File: src/rtl/conway_frame_reader.sv
// conway_frame_reader: snapshots the Conway cell array into a private frame
// buffer and streams it out one row per beat over a valid/ready interface.
// Optional feature macro: CONWAY_READER_POPCOUNT_EN (live-cell count of the
// captured frame on `population`; tied to zero when undefined).
module conway_frame_reader #(
  parameter int ROWS = 8,
  parameter int COLS = 8
) (
  input  logic                                 clk,
  input  logic                                 rst,
  input  logic [ROWS*COLS-1:0]                 grid,
  input  logic                                 snap,
  output logic                                 m_valid,
  input  logic                                 m_ready,
  output logic [COLS-1:0]                      m_data,
  output logic [$clog2(ROWS)-1:0]              m_row,
  output logic                                 m_last,
  output logic                                 busy,
  output logic [7:0]                           drop_count,
  output logic [$clog2(ROWS*COLS+1)-1:0]       population
);

  localparam int RW = $clog2(ROWS);
  localparam int PW = $clog2(ROWS*COLS+1);
  localparam int N  = ROWS*COLS;
  localparam logic [RW-1:0] LAST_ROW = RW'(ROWS-1);

  typedef enum logic {IDLE, STREAM} state_t;

  state_t          state_q, state_d;
  logic [N-1:0]    frame_q, frame_d;
  logic [RW-1:0]   row_q, row_d;
  logic            valid_q, valid_d;
  logic [COLS-1:0] data_q, data_d;
  logic            last_q, last_d;
  logic [7:0]      drop_q, drop_d;
  logic            capture;
  logic            hs;
  logic [RW-1:0]   row_nxt;

  // Row view of the frame buffer so the next beat can be selected by row index.
  logic [COLS-1:0] frame_rows [ROWS];
  for (genvar r = 0; r < ROWS; r++) begin : g_rows
    assign frame_rows[r] = frame_q[r*COLS +: COLS];
  end

  // Next-state and next-output logic; every output comes from a flop.
  always_comb begin
    state_d = state_q;
    frame_d = frame_q;
    row_d   = row_q;
    valid_d = valid_q;
    data_d  = data_q;
    last_d  = last_q;
    drop_d  = drop_q;
    capture = 1'b0;
    hs      = valid_q & m_ready;
    row_nxt = row_q + 1'b1;
    case (state_q)
      IDLE: begin
        if (snap) capture = 1'b1;
      end
      STREAM: begin
        if (hs && row_q == LAST_ROW) begin
          // A snap landing on the final handshake starts the next frame with no bubble.
          if (snap) begin
            capture = 1'b1;
          end else begin
            state_d = IDLE;
            valid_d = 1'b0;
            last_d  = 1'b0;
            row_d   = '0;
            data_d  = '0;
          end
        end else begin
          if (hs) begin
            row_d  = row_nxt;
            data_d = frame_rows[row_nxt];
            last_d = (row_nxt == LAST_ROW);
          end
          // Any other snap while streaming is lost; count it, saturating.
          if (snap && drop_q != 8'hFF) drop_d = drop_q + 8'd1;
        end
      end
      default: state_d = IDLE;
    endcase
    if (capture) begin
      frame_d = grid;
      row_d   = '0;
      state_d = STREAM;
      valid_d = 1'b1;
      data_d  = grid[COLS-1:0];
      last_d  = 1'b0;
    end
  end

  // State and output registers.
  always_ff @(posedge clk or posedge rst) begin
    if (rst) begin
      state_q <= IDLE;
      frame_q <= '0;
      row_q   <= '0;
      valid_q <= 1'b0;
      data_q  <= '0;
      last_q  <= 1'b0;
      drop_q  <= '0;
    end else begin
      state_q <= state_d;
      frame_q <= frame_d;
      row_q   <= row_d;
      valid_q <= valid_d;
      data_q  <= data_d;
      last_q  <= last_d;
      drop_q  <= drop_d;
    end
  end

  assign m_valid    = valid_q;
  assign m_data     = data_q;
  assign m_row      = row_q;
  assign m_last     = last_q;
  assign busy       = (state_q == STREAM);
  assign drop_count = drop_q;

`ifdef CONWAY_READER_POPCOUNT_EN
  logic [PW-1:0] pop_q, pop_d;

  function automatic logic [PW-1:0] popcnt(input logic [N-1:0] v);
    logic [PW-1:0] acc;
    acc = '0;
    for (int i = 0; i < N; i++) acc = acc + PW'(v[i]);
    return acc;
  endfunction

  // Count is taken from the same grid sample that fills the frame buffer.
  always_comb begin
    pop_d = pop_q;
    if (capture) pop_d = popcnt(grid);
  end

  // Population register, held until the next capture.
  always_ff @(posedge clk or posedge rst) begin
    if (rst) pop_q <= '0;
    else     pop_q <= pop_d;
  end

  assign population = pop_q;
`else
  assign population = '0;
`endif

endmodule

File: config.mk
export PLATFORM = sky130hd
export DESIGN_NAME = conway_frame_reader
export DESIGN_NICKNAME = d
export VERILOG_FILES = /design/src/rtl/conway_frame_reader.sv
export SDC_FILE = /design/constraint.sdc
export NUM_CORES = 1
export LEC_CHECK = 0
export ABC_AREA = 1
export CAP_MARGIN = 40
export CELL_PAD_IN_SITES_DETAIL_PLACEMENT = 2
export CELL_PAD_IN_SITES_GLOBAL_PLACEMENT = 2
export CORE_AREA = 2 2 128 130
export DETAILED_ROUTE_END_ITERATION = 8
export DIE_AREA = 0 0 130 132
export PLACE_DENSITY_LB_ADDON = 0.1
export SLEW_MARGIN = 10
export SYNTH_ARGS = -nofsm -noshare
export SYNTH_HDL_FRONTEND = slang
export SYNTH_SLANG_ARGS = --single-unit
File: constraint.sdc
create_clock -name clk -period 3.8 [get_ports clk]
set_clock_uncertainty 0.2 [all_clocks]
set_input_delay 0.38 -clock clk [delete_from_list [all_inputs] [get_ports clk]]
set_output_delay 0.38 -clock clk [all_outputs]
set_load 0.05 [all_outputs]
==> out/metrics.cfg <==
[yosys]
synth_edf_count=0
syn_avg_cell_area_um2=8.13
synth_area_leaders=dfrtp_1 (48%), nand2_1 (15%), o21ai_2 (8.8%)
ys_warn_count=0
yosysUniqueCellTypes=33
ys_seq_elements=86
ys.flop_type=dfrtp_1
ys_top_cells_by_count=nand2_1 (180), dfrtp_1 (86), inv_1 (71)
synth_top_area_frac=0.482
netlist_area_mm2=0.00446
synth.most_common_cell=nand2_1
synth_seq_area_share=0.482
syn_inst=549
synthArstFlopShare=1.00
synth_top_area_cell=dfrtp_1

[place]
hpwl_mm=10.0
gp_congestion=0.746
place.port_buffers=89

[worst_setup_path]
start_kind=register
worst-path-max-fanout=36
path_class=register to register
slowest_stage=clkinv_2
critPathCaptureType=register
critPathRequiredTime_ns=3.82
r2r_slack_ns=0.98
crit_chain=ha_1, ha_1, nand3_2, nand2_2, nand2_4, clkinv_2, buf_4, nand2_1, o21ai_2
cp_data_arrival_time_ns=2.84
crit_top_cell=ha_1
rr_worst_depth=9
slowest_delay_ns=0.51

[clock_tree]
cts_buffers=9
ctsResizeCount=0
clockBufferDepth=2
cts_tree=built
cts_root_buf=clkbuf_16
cts_max_level=3
clock_latency_ns=0.34
cts_hold_buffers=0
clock_sinks=86
path_clk_slew_ns=0.07
postCtsSetupBuffers=0

[pwr]
p_per_area_mw_per_mm2=850
vdd_drop_max_mv=0.294
power.leakage_nw=2.74

[timing]
setup_viol=0
slew_headroom=0.548
hold_viol=0
totalNegativeSetupSlack_ns=0
grt_setup_unrepaired=false
tightest_slew_ns=0.677
max_freq_ghz=0.355
period_share=0.741
maxSlewViolCount=0
final.min_clock_period_ns=2.82

[routing]
vias=3802
dr.pass1.iters=4
viasPerCell=4.48
wire_per_inst_um=15.9
ant_nets=0
first_iter_violations=171
route.detailed.drc=0
routed_wl_mm=13.5

[floorplanning]
dieWidth_um=130
io_pins=97
core_mm2=0.0157
dieArea_mm2=0.0172
placementRows=46
initial_core_util=0.284
die_y_um=132

[run]
max-cap-violations=0

[min_path]
hold_path.class=input port to async pin

[global_routing]
grt_pass1_vias=4247
antenna_found_initial=0
grt_max_degree=46
grt_first_pass_wirelength_mm=22.6
grt_usage=0.169
grt-ovfl-total=0

[cells_and_area]
fin_nets=701
fillers=1803
area_growth_pct=29.3
drive_above_1_share=0.118
diodes=0
utilization=0.367

[outcome]
status=finished clean

-- layer usage --
metal / share of wire / global-route usage
met1: 0.48 / 0.229
met2: 0.48 / 0.274
met3: 0.029 / 0.0272
met4: 0.014 / 0.0556
met5: 0 / 0
-- cells by family after synthesis --
logic type | Yosys count | synth area share
buffers and inverters | 109 | 0.124
adders and majority gates | 4 | 0.0112
xor gates and xnor gates | 6 | 0.0118
other | 1 | 0.000840
and+or+nand+nor | 264 | 0.242
DFF | 86 | 0.482
AOI/OAI and AO/OA | 79 | 0.128
-- layout make-up --
class                      instances  area [um2]  share of cell area
clock buffer                      12         246              0.0427
clock inverter                     3        45.0             0.00781
inverter                          76         288              0.0499
multi-input combinational        360        1780               0.309
sequential                        86        2150               0.373
tap                              216         270              0.0468
timing repair buffer              96         988               0.171
-- worst max-delay path: cells and delay by family, from the launching register on --
family | cells | cell delay (ns)
AND/OR/NAND/NOR | 4 | 0.63
AO/OA/AOI/OAI | 1 | 0.06
adder cells (fa/ha/maj) | 2 | 0.42
buffers and inverters | 2 | 0.94
flip-flops | 1 | 0.41
-- flip-flops by register name, indices dropped and copies added (netlist names) --
signal	count
busy	1
drop_count	8
frame_q	64
m_data	8
m_last	1
m_row	3
m_valid	1
-- placed cells by master, fill, tap and decap left out, types with 4 or more instances in the layout --
cell               n
nand2_1          180
clkdlybuf4s50_1   89
dfrtp_1           86
inv_1             70
nand3_1           47
o21ai_2           45
nor2_1            29
o21ai_0           23
clkbuf_16          9
a21oi_1            7
conb_1             7
xnor2_1            4
ha_1               4
buf_4              4
-- per-stage QoR --
stage               total power [mW]  std cells  hold WS [ns]  instance area [um2]  setup slack (ns)
floorplan                       3.27        555         0.244                 4490             0.998
global placement                3.98        833         0.267                 5450              1.02
detailed placement              4.09        834         0.267                 5480             0.941
CTS                             5.02        849        0.0164                 5770             0.943
global route                    5.36        849        0.0207                 5770             0.765
finish                          4.91        849        0.0319                 5770             0.983
-- path summary, 6_finish.rpt --
path | from | to
worst max-delay path | m_row[0] | frame_q[14]
worst min-delay path | rst | frame_q[55]
worst max register to register | m_row[0] | frame_q[14]
worst min register to register | frame_q[39] | frame_q[39]
max in group asynchronous | rst | frame_q[11]
min in group clk | frame_q[39] | frame_q[39]
-- report_power, final --
group | leakage, nW | total [mW] | switching [mW] | internal (mW)
Sequential | 1.04 | 1.56 | 0.211 | 1.34
Combinational | 1.56 | 2.45 | 1.58 | 0.870
Clock | 0.135 | 0.897 | 0.372 | 0.525
Power figures use the tool's default switching activity.
